`src/rtl/l_load_sequencer.sv`:
```
// l_load_sequencer: front-end controller for the load buffer.
// Accepts one tagged command stream (CLAUSE/PTR/UC/EOF) over valid/ready and
// emits registered, mutually exclusive load pulses one cycle after acceptance.
// Engines are filled in order; a clause beyond the per-engine quota carries an
// engine-change pulse with it. All clause/ptr loads must come before any uc,
// and misuse sets a sticky error.
//
// Ports:
//   clock, reset        clock (rising edge) / async active-low reset
//   start_in            IDLE/DONE -> LOAD; clears engine index, clause count, error
//   hold_in             downstream stall; forces cmd_ready_out low
//   cmd_valid_in        command present
//   cmd_ready_out       combinational ready; accept = valid & ready
//   cmd_type_in         0=CLAUSE 1=PTR 2=UC 3=EOF
//   cmd_clause_in/ptr_in/uc_in   command payloads
//   clause_out/ptr_out/uc_out    registered payloads to the buffer
//   load_clause/ptr/change/uc_out registered single-cycle load pulses
//   engine_idx_out      engine currently being filled
//   done_out            high in DONE
//   err_out             sticky protocol error
//
// Optional feature macro LSEQ_STATS_EN adds stat_clauses_out / stat_drops_out
// saturating counters (cleared by reset and start_in).
module l_load_sequencer #(
  parameter int unsigned NUM_ENGINE     = 4,
  parameter int unsigned CLA_PER_ENGINE = 8,
  parameter int unsigned CLA_W          = 32,
  parameter int unsigned PTR_W          = 16,
  parameter int unsigned LIT_W          = 16,
  localparam int unsigned ENG_W = (NUM_ENGINE > 1) ? $clog2(NUM_ENGINE) : 1
) (
  input  logic             clock,
  input  logic             reset,
  input  logic             start_in,
  input  logic             hold_in,
  input  logic             cmd_valid_in,
  output logic             cmd_ready_out,
  input  logic [1:0]       cmd_type_in,
  input  logic [CLA_W-1:0] cmd_clause_in,
  input  logic [PTR_W-1:0] cmd_ptr_in,
  input  logic [LIT_W-1:0] cmd_uc_in,
  output logic [CLA_W-1:0] clause_out,
  output logic [PTR_W-1:0] ptr_out,
  output logic [LIT_W-1:0] uc_out,
  output logic             load_clause_out,
  output logic             load_ptr_out,
  output logic             load_change_out,
  output logic             load_uc_out,
  output logic [ENG_W-1:0] engine_idx_out,
`ifdef LSEQ_STATS_EN
  output logic [15:0]      stat_clauses_out,
  output logic [7:0]       stat_drops_out,
`endif
  output logic             done_out,
  output logic             err_out
);

  localparam int unsigned CNT_W = $clog2(CLA_PER_ENGINE + 1);
  localparam logic [1:0] CMD_CLAUSE = 2'd0;
  localparam logic [1:0] CMD_PTR    = 2'd1;
  localparam logic [1:0] CMD_UC     = 2'd2;
  localparam logic [1:0] CMD_EOF    = 2'd3;

  typedef enum logic [1:0] {S_IDLE, S_LOAD, S_UC, S_DONE} state_e;

  state_e           state_q, state_d;
  logic [ENG_W-1:0] eng_q, eng_d;
  logic [CNT_W-1:0] cnt_q, cnt_d;
  logic             err_q, err_d;
  logic [CLA_W-1:0] clause_q, clause_d;
  logic [PTR_W-1:0] ptr_q, ptr_d;
  logic [LIT_W-1:0] uc_q, uc_d;
  logic             ld_clause_q, ld_clause_d;
  logic             ld_ptr_q, ld_ptr_d;
  logic             ld_change_q, ld_change_d;
  logic             ld_uc_q, ld_uc_d;
  logic             drop;
  logic             accept;
  logic             start_go;

  assign cmd_ready_out = ((state_q == S_LOAD) || (state_q == S_UC)) && !hold_in;
  assign accept        = cmd_valid_in && cmd_ready_out;
  assign start_go      = start_in && ((state_q == S_IDLE) || (state_q == S_DONE));

  // State register and registered outputs
  always_ff @(posedge clock or negedge reset) begin
    if (!reset) begin
      state_q     <= S_IDLE;
      eng_q       <= '0;
      cnt_q       <= '0;
      err_q       <= 1'b0;
      clause_q    <= '0;
      ptr_q       <= '0;
      uc_q        <= '0;
      ld_clause_q <= 1'b0;
      ld_ptr_q    <= 1'b0;
      ld_change_q <= 1'b0;
      ld_uc_q     <= 1'b0;
    end else begin
      state_q     <= state_d;
      eng_q       <= eng_d;
      cnt_q       <= cnt_d;
      err_q       <= err_d;
      clause_q    <= clause_d;
      ptr_q       <= ptr_d;
      uc_q        <= uc_d;
      ld_clause_q <= ld_clause_d;
      ld_ptr_q    <= ld_ptr_d;
      ld_change_q <= ld_change_d;
      ld_uc_q     <= ld_uc_d;
    end
  end

  // Next-state and command decode
  always_comb begin
    state_d     = state_q;
    eng_d       = eng_q;
    cnt_d       = cnt_q;
    err_d       = err_q;
    clause_d    = clause_q;
    ptr_d       = ptr_q;
    uc_d        = uc_q;
    ld_clause_d = 1'b0;
    ld_ptr_d    = 1'b0;
    ld_change_d = 1'b0;
    ld_uc_d     = 1'b0;
    drop        = 1'b0;

    unique case (state_q)
      S_IDLE, S_DONE: begin
        if (start_go) begin
          state_d = S_LOAD;
          eng_d   = '0;
          cnt_d   = '0;
          err_d   = 1'b0;
        end
      end
      S_LOAD: begin
        if (accept) begin
          unique case (cmd_type_in)
            CMD_CLAUSE: begin
              if (cnt_q < CNT_W'(CLA_PER_ENGINE)) begin
                ld_clause_d = 1'b1;
                clause_d    = cmd_clause_in;
                cnt_d       = cnt_q + CNT_W'(1);
              end else if (eng_q < ENG_W'(NUM_ENGINE - 1)) begin
                // Quota reached: the clause opens the next engine
                ld_clause_d = 1'b1;
                ld_change_d = 1'b1;
                clause_d    = cmd_clause_in;
                eng_d       = eng_q + ENG_W'(1);
                cnt_d       = CNT_W'(1);
              end else begin
                drop = 1'b1;
              end
            end
            CMD_PTR: begin
              ld_ptr_d = 1'b1;
              ptr_d    = cmd_ptr_in;
            end
            CMD_UC:  drop    = 1'b1;
            CMD_EOF: state_d = S_UC;
            default: drop    = 1'b1;
          endcase
        end
      end
      S_UC: begin
        if (accept) begin
          unique case (cmd_type_in)
            CMD_UC: begin
              ld_uc_d = 1'b1;
              uc_d    = cmd_uc_in;
            end
            CMD_EOF: state_d = S_DONE;
            default: drop    = 1'b1;
          endcase
        end
      end
      default: state_d = S_IDLE;
    endcase

    if (drop) err_d = 1'b1;
  end

`ifdef LSEQ_STATS_EN
  logic [15:0] stat_cla_q;
  logic [7:0]  stat_drop_q;

  // Saturating counters, updated on the same edge as the issuing pulse
  always_ff @(posedge clock or negedge reset) begin
    if (!reset) begin
      stat_cla_q  <= '0;
      stat_drop_q <= '0;
    end else if (start_go) begin
      stat_cla_q  <= '0;
      stat_drop_q <= '0;
    end else begin
      if (ld_clause_d && (stat_cla_q != 16'hFFFF)) stat_cla_q <= stat_cla_q + 16'd1;
      if (drop && (stat_drop_q != 8'hFF))          stat_drop_q <= stat_drop_q + 8'd1;
    end
  end

  assign stat_clauses_out = stat_cla_q;
  assign stat_drops_out   = stat_drop_q;
`endif

  assign clause_out      = clause_q;
  assign ptr_out         = ptr_q;
  assign uc_out          = uc_q;
  assign load_clause_out = ld_clause_q;
  assign load_ptr_out    = ld_ptr_q;
  assign load_change_out = ld_change_q;
  assign load_uc_out     = ld_uc_q;
  assign engine_idx_out  = eng_q;
  assign done_out        = (state_q == S_DONE);
  assign err_out         = err_q;

endmodule

```
`config.mk`:
```
export PLATFORM = sky130hd
export DESIGN_NAME = l_load_sequencer
export DESIGN_NICKNAME = d
export VERILOG_FILES = /design/src/rtl/l_load_sequencer.sv
export SDC_FILE = /design/constraint.sdc
export NUM_CORES = 1
export LEC_CHECK = 0
export CAP_MARGIN = 40
export CORE_UTILIZATION = 25
export DETAILED_ROUTE_END_ITERATION = 16
export PLACE_DENSITY_LB_ADDON = 0.05
export SYNTH_ARGS = -nofsm -noshare
export SYNTH_HDL_FRONTEND = slang
export SYNTH_SLANG_ARGS = --single-unit
```
`constraint.sdc`:
```
create_clock -name clock -period 1.99 [get_ports clock]
set_input_delay 0.398 -clock clock [delete_from_list [all_inputs] [get_ports clock]]
set_output_delay 0.398 -clock clock [all_outputs]
set_load 0.05 [all_outputs]
```
Word-level counts from Yosys, hierarchy flattened
Index checks and enable logic that the tools add are counted.
{ "word_totals": {"output_inout_bits": 73, "regBits": 77} }
{ "classes": {"add_sub_neg": 2, "reduce_logical": 21, "muxes": 45, "n_eq_ne": 15, "n_lt_le_gt_ge": 2} }
{ "op_table": {"columns": ["operator", "n"], "rows": [
  ["32-bit two-way mux", 2],
  ["1-bit two-way mux", 23],
  ["2-bit two-way mux", 10],
  ["4-bit two-way mux", 5],
  ["5-bit AND reduction", 2],
  ["2-bit == test (second input constant)", 4],
  ["2-bit by 1-bit != test with 1-bit output (second input constant)", 4],
  ["2-bit != test (second input constant)", 4],
  ["4-bit case mux with 2 select lines", 1],
  ["2-bit nonzero test", 4],
  ["2-bit case mux with 3 select lines", 1],
  ["3-bit AND reduction", 2],
  ["6-bit AND reduction", 1],
  ["4-bit by 1-bit adder with 4-bit output (second input constant)", 1],
  ["2-bit by 1-bit == test with 1-bit output (second input constant)", 2],
  ["2-bit logical NOT", 2],
  ["4-bit less-than comparator (second input constant)", 1],
  ["1-bit case mux with 2 select lines", 2],
  ["2-bit case mux with 2 select lines", 1],
  ["4-bit AND reduction", 1],
  ["2-bit OR reduction", 2],
  ["1-bit logical AND", 3],
  ["3-bit by 1-bit != test with 1-bit output (second input constant)", 1],
  ["2-bit by 1-bit adder with 2-bit output (second input constant)", 1],
  ["4 further kinds", 5]
]} }

Depth between registers and ports, before layout
{ "depth": {"ltp_word": 8, "depth_mapped": 8, "mapped_depth_nobuf": 6} }

Least setup slack after synthesis
No wires, ideal clock.
{ "synth_timing": {"kind": "reg-to-reg", "start": "reg state_q[0]", "end": "reg clause_q[12], in the netlist clause_out[12]", "arrival_time_ns": 1.884, "setup_time_ns": 0.125, "synth_period_minus_slack_ns": 2.009, "slack_ns": -0.019, "path_stages_with_launch": 9, "path_cell_list": "dfrtp_1 > inv_1 > ha_1 > and4bb_4 > nand2_2 > a21o_1 > buf_6 > buf_12 > mux2_4"} }
{ "synth_between": {"elab_chain_cells": 5, "word_cells_on_any_way": 6, "classes_between": "eq/ne (2); reduce/logical (4)"} }
{ "synth_lines": {"columns": ["item", "line_no", "rtl"], "rows": [
  ["start: declaration", "66", "state_e state_q, state_d;"],
  ["start signal: assignment", "100", "state_q <= state_d;"],
  ["2-bit by 1-bit == test with 1-bit output / 2-bit == test (equally long branches)", "81, 129", null],
  ["1-bit logical OR", "81", "assign cmd_ready_out = ((state_q == S_LOAD) || (state_q == S_UC)) && !hold_in;"],
  ["1-bit logical AND", "81", null],
  ["1-bit logical AND", "82", "assign accept = cmd_valid_in && cmd_ready_out;"],
  ["4-bit AND reduction (no source line) (*)", null, null],
  ["end signal: assignment", "104", "clause_q <= clause_d;"],
  ["end: declaration", "70", "logic [CLA_W-1:0] clause_q, clause_d;"]
]} }
Every way passes the cells marked *; elsewhere a longest branch is shown, timed or not.
A chain may end at the register's enable or synchronous reset.

Final worst setup path
{ "layout_timing": {"start": "reg err_q, in the netlist err_out", "end": "out err_out"} }
{ "layout_rtl": {"columns": ["item", "line_no", "rtl"], "rows": [
  ["start: declaration", "69", "logic err_q, err_d;"],
  ["start signal: assignment", "103", "err_q <= err_d;"],
  ["end: declaration", "55", "output logic err_out"]
]} }
No word-level cell between the ends.

==> flow_summary.json <==
{
  "muxShareOfSynthArea": 0.2553,
  "grt_use_total": 0.1238,
  "cellLeakagePower_nw": 2.511,
  "row_count": 41,
  "outcome": "finished clean",
  "synth_adder_area_share": 0.02283,
  "synth_common_cells": "dfrtp_1 (77), mux2_2 (35), mux2_4 (29)",
  "synth-compound-area-share": 0.04452,
  "yosys.area_share.xor_xnor": 0,
  "nNetsFinal": 455,
  "fin_crit_sh": 0.9655,
  "cp_num_buf_inv": 1,
  "async_reset_ff_frac": 1.000,
  "clk_latency_ps": 330,
  "synth_cell_types": 34,
  "cp_top_family": "buffers and inverters",
  "cts.reportedPaths.clkPinSlew_ps": 60,
  "yosysTopAreaCellShare": 0.5860,
  "grt_overflow": 0,
  "finalWeightedCongestion": 0.7053,
  "drt-initial-drc-count": 71,
  "ys.flop_type": "dfrtp_1",
  "grt_pass1_vias": 2322,
  "worstRegToRegCells": 7,
  "cts_buffers": 9,
  "die_h_microns": 116.7,
  "vias_per_cell": 4.124,
  "drc": 0,
  "p_per_area_mw_per_mm2": 1477,
  "crit_type": "reg -> out",
  "crit_fanout": 3,
  "grt_pass1_wl_microns": 12320,
  "drt_first_pass_iters": 4,
  "cts_root_buffer": "clkbuf_16",
  "dpl_cell_area_sq_mm": 0.005012,
  "cp_num_cells": 1,
  "io_pins": 144,
  "synth_cells": 216,
  "hp-class": "in -> async",
  "vdd_drop_max_mv": 0.7868,
  "finalSetupViolCount": 0,
  "synth_top_area_cell": "dfrtp_1",
  "seq_area_frac_synth": 0.5860,
  "regArea_sq_mm": 0.001927,
  "syn_area_sq_mm": 0.003288,
  "crit_path_start_kind": "flip-flop",
  "ys_warn_count": 0,
  "fmax_ghz": 0.5205,
  "dpl.hpwl_microns": 5653,
  "tightest_slew_ps": 551.0,
  "die_x_microns": 116.7,
  "grt_max_degree": 38,
  "ant_nets": 0,
  "endpoint_kind": "output port",
  "antenna_found_initial": 0,
  "synth_nets": 293,
  "fin_area_sq_mm": 0.005344,
  "drive_gt1_frac": 0.3029,
  "synth_most_common_cell": "dfrtp_1",
  "fin_ws_ps": 68.65,
  "num_antenna_cells": 0,
  "synth-seq-cells": 77,
  "synth-edff-count": 0,
  "required_ps": 1590,
  "start_util": 0.2585,
  "place_ws_ps": -100.9,
  "max_slew_margin": 0.6315,
  "maxCapViolations": 0,
  "vias": 2289,
  "clock-sinks": 77,
  "cts.path.max_buffers": 2,
  "ys_top_cells_by_area": "dfrtp_1 (59%), mux2_4 (13%), mux2_2 (12%), ha_1 (2.3%), buf_12 (1.8%)",
  "final_max_slew_viol_count": 0,
  "crit_arrival_ps": 1520,
  "fillers": 1238,
  "io_buffer_count": 143,
  "postSynthAreaPerCell_sq_um": 15.22,
  "synthSimpleGateAreaFrac": 0.04947,
  "synth_top_family_by_area": "multiplexers",
  "cp_slowest_cell": "clkdlybuf4s50_1",
  "cts.htree.levels": 3,
  "wl_microns": 8056,
  "area_growth_syn_to_layout_pct": 62.52,
  "skew_ps": 2.695,
  "multi_input_area_sq_mm": 0.001257,
  "cts_tree": "done",
  "dieArea_sq_mm": 0.01362,
  "slowest_delay_ps": 820,
  "rsz0062_at_grt": "false",
  "fin_crit_ps": 1921,
  "hold_violations": 0,
  "wire_per_inst_microns": 14.52,
  "cp_cell_sequence": "clkdlybuf4s50_1",
  "coreArea_sq_mm": 0.01272
}
## logic make-up after synthesis
kind of cell               after synthesis
DFF                                     77
muxes                                   65
and+or+nand+nor                         28
AOI/OAI and AO/OA                       21
buffers and inverters                   19
adders and majority gates                6
## metrics by stage
step / total power, mW / std cells / hold slack [ps] / TNS (ps) / utilization
5_1_grt: 8.315 / 555 / 515.1 / 0 / 0.4200
3_5_place_dp: 6.266 / 538 / 310.4 / -3164 / 0.3940
6_report: 7.891 / 555 / 494.1 / 0 / 0.4200
2_1_floorplan: 4.874 / 216 / 102.4 / 0 / -
4_1_cts: 7.989 / 555 / 482.3 / 0 / 0.4185
3_3_place_gp: 6.244 / 538 / 309.7 / -2735 / 0.3940
## layer usage
| metal | wire (microns) | vias up | global-route usage |
|---|---|---|---|
| met4 | 107 | 0 | 0.04304 |
| met3 | 628 | 8 | 0.04826 |
| met2 | 3880 | 82 | 0.1992 |
| li1 | - | 1078 | - |
| met5 | 0 | - | 0 |
| met1 | 3439 | 1121 | 0.1508 |
## flip-flops by register name (all words and copies together) (netlist names)
| register | flops |
|---|---|
| state_q | 2 |
| engine_idx_out | 2 |
| uc_out | 16 |
| load_uc_out | 1 |
| load_ptr_out | 1 |
| clause_out | 32 |
| load_change_out | 1 |
| ptr_out | 16 |
| cnt_q | 4 |
| err_out | 1 |
| load_clause_out | 1 |
## layout by cell type (no fill, tap or decap), drive strengths merged, types with 3 or more instances in the layout
cell type / n
dfrtp: 77
clkinv: 5
clkdlybuf4s50: 134
inv: 9
mux2: 64
a21oi: 4
buf: 26
clkbuf: 10
nor2: 6
o21ai: 3
nand3b: 3
ha: 6
nand2: 10
## final timing paths
check / start / end / slack, ps
worst max-delay path: err_out / err_out / 70
worst min-delay path: reset / clause_out[22] / 490
worst max register to register: state_q[1] / clause_out[5] / 90
worst min register to register: ptr_out[5] / ptr_out[5] / 500
max in group asynchronous: reset / clause_out[9] / 910
min in group clock: ptr_out[5] / ptr_out[5] / 500
## layout make-up
class | count | share of cell area
clock buffer | 10 | 0.04472
clock inverter | 6 | 0.01171
inverter | 9 | 0.006322
multi-input combinational | 120 | 0.2353
sequential | 77 | 0.3606
tap | 172 | 0.04027
timing repair buffer | 161 | 0.3011
## what timing repair did
action,CTS,global route
setup endpoints to repair,0,34
hold endpoints to repair,20,0
resized for setup,0,5
buffers inserted,0,0
hold buffers,1,0
## report_power, final
group          switching [mW]  leakage [nW]  internal (mW)
clock                   0.648         0.152           1.00
combinational            2.33          1.34           1.60
sequential              0.270          1.01           2.04
Note: power is estimated with default switching activity, not from simulation.
